===== src/rtl/rv_pkg.sv =====
`default_nettype none
// +--------------------------------------------------------------------+
// | Package   : rv_pkg                                                 |
// | Purpose   : Shared core-wide sizing constants (datapath width,     |
// |             architectural register count, register index width,   |
// |             default scoreboard pending-counter width).             |
// | Revision  : 1.0  initial release                                   |
// +--------------------------------------------------------------------+
package rv_pkg;

  localparam int XLEN  = 32;
  localparam int NREGS = 32;
  localparam int AW    = $clog2(NREGS);
  localparam int CNTW  = 2;

endpackage : rv_pkg
`default_nettype wire


===== src/rtl/regfile_sb_cnt.sv =====
`default_nettype none
// +--------------------------------------------------------------------+
// | Module    : regfile_sb_cnt                                         |
// | Purpose   : Write-pending scoreboard. One saturating-free counter  |
// |             per architectural register counts in-flight writes;    |
// |             derives issue_ready, source hazard and a sticky        |
// |             underflow error.                                       |
// | Ports     : clk, rst (async, active-high)                          |
// |             rs1_addr/rs2_addr, rs1_used/rs2_used -> hazard         |
// |             issue_valid, issue_rd -> issue_ready                   |
// |             wb_valid, wb_rd       -> count decrement, sb_err       |
// | Config    : RF_BYPASS_EN - when defined, a writeback in the current|
// |             cycle retires its pending write for hazard purposes.   |
// | Revision  : 1.0  initial release                                   |
// +--------------------------------------------------------------------+
module regfile_sb_cnt
  import rv_pkg::*;
#(
  parameter int NREGS = rv_pkg::NREGS,
  parameter int AW    = $clog2(NREGS),
  parameter int CNTW  = rv_pkg::CNTW
) (
  input  logic          clk,
  input  logic          rst,
  input  logic [AW-1:0] rs1_addr,
  input  logic [AW-1:0] rs2_addr,
  input  logic          rs1_used,
  input  logic          rs2_used,
  output logic          hazard,
  input  logic          issue_valid,
  input  logic [AW-1:0] issue_rd,
  output logic          issue_ready,
  input  logic          wb_valid,
  input  logic [AW-1:0] wb_rd,
  output logic          sb_err
);

  localparam logic [CNTW-1:0] c_cnt_max = '1;

  logic [CNTW-1:0]  r_cnt [NREGS];
  logic             r_err;

  logic             w_wb_live;
  logic             w_wb_on_issue;
  logic             w_issue_ready;
  logic             w_issue_fire;
  logic [NREGS-1:0] w_inc;
  logic [NREGS-1:0] w_dec;
  logic [CNTW-1:0]  w_sub1;
  logic [CNTW-1:0]  w_sub2;
  logic             w_pend1;
  logic             w_pend2;

  assign w_wb_live     = wb_valid && (wb_rd != '0);
  assign w_wb_on_issue = w_wb_live && (wb_rd == issue_rd);

  // A full counter can still accept an issue when the same register retires
  // a write this cycle: the increment and decrement cancel.
  assign w_issue_ready = (issue_rd == '0) || (r_cnt[issue_rd] != c_cnt_max) || w_wb_on_issue;
  assign w_issue_fire  = issue_valid && w_issue_ready && (issue_rd != '0);

  always_comb begin
    w_inc = '0;
    w_dec = '0;
    if (w_issue_fire) w_inc[issue_rd] = 1'b1;
    if (w_wb_live)    w_dec[wb_rd]    = 1'b1;
  end

  always_ff @(posedge clk or posedge rst) begin
    if (rst) begin
      for (int r = 0; r < NREGS; r++) r_cnt[r] <= '0;
      r_err <= 1'b0;
    end else begin
      // Entry 0 is never touched after reset, so x0 never looks pending.
      for (int r = 1; r < NREGS; r++) begin
        if (w_inc[r] && !w_dec[r]) begin
          r_cnt[r] <= r_cnt[r] + CNTW'(1);
        end else if (w_dec[r] && !w_inc[r] && (r_cnt[r] != '0)) begin
          r_cnt[r] <= r_cnt[r] - CNTW'(1);
        end
      end
      // Writeback with nothing outstanding: count holds at zero, flag sticks.
      if (w_wb_live && (r_cnt[wb_rd] == '0)) r_err <= 1'b1;
    end
  end

  // Amount of the current writeback credited against each source's count.
`ifdef RF_BYPASS_EN
  assign w_sub1 = CNTW'(w_wb_live && (wb_rd == rs1_addr));
  assign w_sub2 = CNTW'(w_wb_live && (wb_rd == rs2_addr));
`else
  assign w_sub1 = '0;
  assign w_sub2 = '0;
`endif

  // "count > credit" rather than a subtraction so an unmatched writeback at
  // count 0 cannot underflow into a false hazard.
  assign w_pend1 = rs1_used && (rs1_addr != '0) && (r_cnt[rs1_addr] > w_sub1);
  assign w_pend2 = rs2_used && (rs2_addr != '0) && (r_cnt[rs2_addr] > w_sub2);

  assign hazard      = w_pend1 || w_pend2;
  assign issue_ready = w_issue_ready;
  assign sb_err      = r_err;

endmodule : regfile_sb_cnt
`default_nettype wire


===== src/rtl/regfile_sb.sv =====
`default_nettype none
// +--------------------------------------------------------------------+
// | Module    : regfile_sb                                             |
// | Purpose   : Integer register file with write-pending scoreboard.   |
// |             Holds the data array, two combinational read ports and |
// |             the optional WB bypass; scoreboard in regfile_sb_cnt.  |
// | Ports     : clk, rst (async, active-high)                          |
// |             rs1_addr/rs2_addr, rs1_used/rs2_used                   |
// |             rs1_data/rs2_data (comb), hazard                       |
// |             issue_valid, issue_rd, issue_ready                     |
// |             wb_valid, wb_rd, reg_wb, sb_err (sticky)               |
// | Config    : RF_BYPASS_EN - when defined, reads matching the live   |
// |             writeback return reg_wb in the same cycle.             |
// | Revision  : 1.0  initial release                                   |
// +--------------------------------------------------------------------+
module regfile_sb
  import rv_pkg::*;
#(
  parameter int XLEN  = rv_pkg::XLEN,
  parameter int NREGS = rv_pkg::NREGS,
  parameter int AW    = $clog2(NREGS),
  parameter int CNTW  = rv_pkg::CNTW
) (
  input  logic            clk,
  input  logic            rst,
  input  logic [AW-1:0]   rs1_addr,
  input  logic [AW-1:0]   rs2_addr,
  input  logic            rs1_used,
  input  logic            rs2_used,
  output logic [XLEN-1:0] rs1_data,
  output logic [XLEN-1:0] rs2_data,
  output logic            hazard,
  input  logic            issue_valid,
  input  logic [AW-1:0]   issue_rd,
  output logic            issue_ready,
  input  logic            wb_valid,
  input  logic [AW-1:0]   wb_rd,
  input  logic [XLEN-1:0] reg_wb,
  output logic            sb_err
);

  logic [XLEN-1:0] r_regs [NREGS];

  always_ff @(posedge clk or posedge rst) begin
    if (rst) begin
      for (int r = 0; r < NREGS; r++) r_regs[r] <= '0;
    end else if (wb_valid && (wb_rd != '0)) begin
      r_regs[wb_rd] <= reg_wb;
    end
  end

  always_comb begin
    rs1_data = r_regs[rs1_addr];
    rs2_data = r_regs[rs2_addr];
`ifdef RF_BYPASS_EN
    if (wb_valid && (wb_rd == rs1_addr)) rs1_data = reg_wb;
    if (wb_valid && (wb_rd == rs2_addr)) rs2_data = reg_wb;
`endif
    // x0 wins over the bypass: a WB to x0 must never become visible.
    if (rs1_addr == '0) rs1_data = '0;
    if (rs2_addr == '0) rs2_data = '0;
  end

  regfile_sb_cnt #(
    .NREGS (NREGS),
    .AW    (AW),
    .CNTW  (CNTW)
  ) u_cnt (
    .clk         (clk),
    .rst         (rst),
    .rs1_addr    (rs1_addr),
    .rs2_addr    (rs2_addr),
    .rs1_used    (rs1_used),
    .rs2_used    (rs2_used),
    .hazard      (hazard),
    .issue_valid (issue_valid),
    .issue_rd    (issue_rd),
    .issue_ready (issue_ready),
    .wb_valid    (wb_valid),
    .wb_rd       (wb_rd),
    .sb_err      (sb_err)
  );

endmodule : regfile_sb
`default_nettype wire


===== config.mk =====
export PLATFORM = sky130hd
export DESIGN_NAME = regfile_sb
export DESIGN_NICKNAME = d
export VERILOG_FILES = /design/src/rtl/rv_pkg.sv /design/src/rtl/regfile_sb_cnt.sv /design/src/rtl/regfile_sb.sv
export SDC_FILE = /design/constraint.sdc
export NUM_CORES = 2
export LEC_CHECK = 0
export BUFFER_PORTS_ARGS = -buffer_cell sky130_fd_sc_hd__clkbuf_2
export CAP_MARGIN = 20
export CORE_ASPECT_RATIO = 0.6
export CORE_UTILIZATION = 55
export DETAILED_ROUTE_END_ITERATION = 7
export PLACE_DENSITY = 0.7
export SLEW_MARGIN = 20
export SYNTH_ARGS = -nofsm -noshare
export SYNTH_HDL_FRONTEND = slang
export SYNTH_SLANG_ARGS = --single-unit

===== constraint.sdc =====
create_clock -name clk -period 49.4 [get_ports clk]
set_clock_uncertainty 0.1 [all_clocks]
set_input_delay 4.94 -clock clk [delete_from_list [all_inputs] [get_ports clk]]
set_output_delay 4.94 -clock clk [all_outputs]
set_load 0.01 [all_outputs]

* Word level (Yosys, flattened, before mapping)
Cells that the tools add are included.
Word-level totals: flip-flop bits (word level) 1087, input port bits 58, output and inout port bits 67, logic and storage cells 474
Cells by class: $add $sub $neg 62, order comparisons 11, eq/ne operators 2, multiplexer cells 91, bitwise logic cells 4, reductions and logical operators 240
Operators with widths (number):
- bitwise mux 1024 bit | 1
- binary-select mux 32 bit (select 5 bit) | 2
- two-way mux 32 bit | 9
- demux 32 bit (select 5 bit) | 1
- two-way mux 2 bit | 70
- nonzero test 2 bit | 62
- logical AND 1 bit | 105
- adder 2 x 1 -> 2 bit, second input constant | 31
- logical NOT 1 bit | 62
- subtractor 2 x 1 -> 2 bit, second input constant | 31
- binary-select mux 2 bit (select 5 bit) | 4
- >= comparator 6 bit, second input constant | 4
- inverter 5 -> 6 bit | 4
- nonzero test 5 bit | 4
- logical NOT 5 bit | 3
- less-than comparator 5 x 6 -> 1 bit, second input constant | 2
- demux 1 bit (select 5 bit) | 2
- >= comparator 5 x 1 -> 1 bit, second input constant | 2
- less-than comparator 6 x 1 -> 1 bit, second input constant | 1
- == test 5 bit | 1
- greater-than comparator 2 x 1 -> 1 bit, second input constant | 2
- logical OR 1 bit | 3
- logical NOT 2 bit | 1
- two-way mux 1 bit | 2
- != test 2 bit, second input constant | 1

* Longest topological paths before layout
depth after elaboration 15, gate-level depth with buffers 14, mapped depth without buffers 9

* Cells and area by module
Synthesis repeated with hierarchy kept, for this count alone.
Unflattened totals: cells, all modules 4190, area, all modules 60461.7 sq um
By module, submodules not included:
- regfile_sb | instances 1, cells an instance 3617, area each 55012.8 sq um
- regfile_sb_cnt | instances 1, cells an instance 573, area each 5449.0 sq um

* Least setup slack after synthesis
No wires, ideal clock.
kind input -> output, start input rs1_addr[0], end output rs1_data[30], arrival 7.243 ns, path slack 37.117 ns, cell stages on the path 7, cells stage by stage clkbuf_1 > buf_2 > buf_1 > mux4_2 > mux4_2 > mux2i_1 > nor2_1
Between the ends: longest elaborated chain between the ends 5, elaborated cells between the ends (all ways) 6, classes of those cells 4 x mux; 1 x bitwise; 1 x reduce/logical
RTL lines:
- start, declared | line regfile_sb.sv:26 | input logic [AW-1:0] rs1_addr,
- inverter 5 -> 6 bit (not written as such) | line regfile_sb.sv:53 | rs1_data = r_regs[rs1_addr];
- binary-select mux 32 bit (select 5 bit) | line regfile_sb.sv:53
- two-way mux 32 bit (not written as such) (2 in a row) | line regfile_sb.sv:53
- two-way mux 32 bit (*) | line regfile_sb.sv:60 | if (rs1_addr == '0) rs1_data = '0;
- end, declared | line regfile_sb.sv:30 | output logic [XLEN-1:0] rs1_data,
Every way passes the cells marked *; elsewhere a longest branch is shown, timed or not. The select of a mux whose other input is x is not followed.

* Worst setup path after layout
start input rs2_addr[0], end output rs2_data[12]
Between the ends: longest elaborated chain between the ends 5, elaborated cells between the ends (all ways) 6, classes of those cells 4 x mux; 1 x bitwise; 1 x reduce/logical
RTL lines:
- start, declared | line regfile_sb.sv:27 | input logic [AW-1:0] rs2_addr,
- inverter 5 -> 6 bit (not written as such) | line regfile_sb.sv:54 | rs2_data = r_regs[rs2_addr];
- binary-select mux 32 bit (select 5 bit) | line regfile_sb.sv:54
- two-way mux 32 bit (not written as such) (2 in a row) | line regfile_sb.sv:54
- two-way mux 32 bit (*) | line regfile_sb.sv:61 | if (rs2_addr == '0) rs2_data = '0;
- end, declared | line regfile_sb.sv:31 | output logic [XLEN-1:0] rs2_data,
Marked as above.

==> flow_metrics.tcl <==
set metrics [dict create \
    multi_input_area_um2 30300 \
    areaGrowthSynthToFinish_pct 8.99 \
    grt_pass1_vias 41800 \
    synth_area_per_cell_um2 12.1 \
    die_area_um2 109000 \
    sequentialPowerShare_pct 45.5 \
    finalCritPeriodShare_pct 28.8 \
    die_w_um 425 \
    p_leak_uw 0.0293 \
    synth_edf_count 0 \
    synth_nets 4935 \
    ys.flop_type "dfrtp_1" \
    syn-cell-area_um2 59100 \
    wire_per_inst_um 30.8 \
    hpwl_um 107000 \
    initial_utilization_pct 55.9 \
    cellPowerDensity_nw_per_um2 40.7 \
    grt_overflow_total 0 \
    htreeDepth 3 \
    layout_common_cells "nand2_1 (1580), dfrtp_1 (1087), mux4_2 (667), mux2_2 (484), nor2_1 (167)" \
    sw_frac_of_total_pct 28.8 \
    hold_viol_final 0 \
    tns_ns 0 \
    synth_async_sr_flop_share_pct 100 \
    route.vias.total 42700 \
    seq_area_frac_synth_pct 46.0 \
    cts_tree "done" \
    p_total_uw 2620 \
    first_pass_iters 6 \
    max-cap-violations 0 \
    fmax_mhz 70.3 \
    ctsRootBufferMaster "clkbuf_16" \
    start_kind "input pin" \
    drc 0 \
    synth_cell_types 54 \
    worstMarginPinSlew_ns 1.15 \
    coreArea_um2 106000 \
    critPathArrivalTime_ns 9.18 \
    clockBufferDepth 3 \
    grt_usage_pct 35.8 \
    grt_max_degree 166 \
    ant_nets 0 \
    regArea_um2 27200 \
    endpoint_kind "output pin" \
    ioPinCount 125 \
    grt_pass1_wl_um 285000 \
    crit_required_ns 44.36 \
    clk-insertion-delay-late_ns 0.74 \
    clkPwrFrac_pct 33.6 \
    cts_setup_buffers 0 \
    drtIter0Drc 6631 \
    synth_seq_cells 1087 \
    placementRows 92 \
    fp.dieH_um 256 \
    irDropWorstVdd_uv 28.8 \
    layout_commonest_cell "nand2_1" \
    clock_sinks 1087 \
    vias_per_cell 6.87 \
    cts_buffers 103 \
    internal-power_uw 1870 \
    hold_class "reg2reg" \
    pwr-share-comb_pct 20.9 \
    hold_buffers 0 \
    portBuffers 124 \
    whs_ns 0.299 \
    antenna_found_initial 3 \
    path_clk_slew_ns 0.06 \
    fin_nets 4778 \
    status "completed" \
    synth_warnings 2 \
    slew_viol_final 0 \
    max_slew_margin_pct 23.1 \
    setup_viol 0 \
    crit_type "in2out" \
    fillCellCount 8056 \
    power_switching_uw 755 \
    syn_inst 4877 \
    cts-resized-gates 0 \
    crit_fanout 80 \
    drive_gt1_share_pct 33.2 \
    place_congestion 0.898 \
    routed_wl_um 192000 \
    rsz0062_at_grt "no" \
    period_needed_ns 14.22 \
]
registers in the layout, indices dropped and copies added, names as in the netlist:
name,cells
r_regs,1024
u_cnt.r_cnt,62
u_cnt.sb_err,1
power groups by stage:
stage	Sequential (uW)	Combinational [uW]	Clock, uW
3_5_place_dp	1200	545	0
6_report	1190	548	881
5_1_grt	1210	590	921
2_1_floorplan	1150	428	0
4_1_cts	1180	546	887
3_3_place_gp	1190	528	0
per-layer routing:
layer	share of wire, %	up-vias	global-route usage [%]
met1	38	22100	51.7
met2	44	3026	51.1
li1	-	17100	-
met3	14	525	11.4
met4	4.2	2	13.1
met5	0.0073	-	0
cells in the mapped netlist (6+ instances only):
cell | number | area (um2)
nor4_1 | 8 | 50.1
a21oi_1 | 36 | 180
and3_1 | 18 | 113
o22a_1 | 10 | 87.6
mux4_2 | 667 | 15000
buf_2 | 16 | 80.1
inv_1 | 14 | 52.6
nor2b_1 | 6 | 37.5
nand2b_1 | 10 | 62.6
dfrtp_1 | 1087 | 27200
nand3_1 | 10 | 50.1
o21ai_0 | 16 | 80.1
clkbuf_1 | 377 | 1420
or3_1 | 13 | 81.3
mux2_2 | 484 | 5450
nand2_1 | 1595 | 5990
xnor2_1 | 29 | 254
buf_1 | 68 | 255
a21boi_1 | 6 | 45.0
nor3_1 | 13 | 65.1
nor2_1 | 198 | 743
mux2i_1 | 90 | 901
a211oi_1 | 19 | 143
a311oi_1 | 29 | 254
kinds of logic (layout without fill, tap and decap cells):
kind of cell | count (synthesis) | count (layout) | synth area share [%]
DFF | 1087 | 1087 | 46.0
other | 0 | 3 | 0
AOI/OAI and AO/OA | 139 | 139 | 1.64
muxes | 1245 | 1245 | 36.3
buffers and inverters | 482 | 411 | 3.15
and+or+nand+nor | 1891 | 1891 | 12.4
xor gates and xnor gates | 33 | 33 | 0.489
worst max-delay path: stages:
cell	delay (ns)
buf_8	0.62
buf_4	0.82
buf_4	0.86
mux4_2	0.60
mux4_2	0.52
mux2i_1	0.44
nor2_1	0.10
clkbuf_2	0.16
cell type report:
class	instances	share of cell area, %
multi-input combinational	3308	47.1
antenna	3	0.0117
sequential	1087	42.2
clock inverter	55	1.22
timing repair buffer	205	2.13
tap	1410	2.74
clock buffer	136	4.50
inverter	15	0.0991
metrics by stage:
step / worst slack [ns] / instances / util [%] / cell area [um2]
2_1_floorplan: 13.76 / 4877 / - / 59100
3_3_place_gp: 35.11 / 6023 / 57.3 / 60700
3_5_place_dp: 35.05 / 6023 / 57.3 / 60700
4_1_cts: 35.05 / 6214 / 60.8 / 64300
5_1_grt: 34.83 / 6217 / 60.9 / 64400
6_report: 35.18 / 6219 / 60.9 / 64400
worst paths after layout:
check	from	cells after the start	endpoint	slack, ns
max reg2reg	u_cnt.r_cnt[54]	9	u_cnt.r_cnt[14]	46.07
min in group asynchronous	rst	2	u_cnt.r_cnt[23]	4.19
min reg2reg	r_regs[1016]	0	r_regs[1016]	0.30
max	rs2_addr[0]	8	rs2_data[12]	35.18
max in group asynchronous	rst	6	r_regs[650]	40.97
min	r_regs[1016]	0	r_regs[1016]	0.30
(Power assumes the default switching activity.)
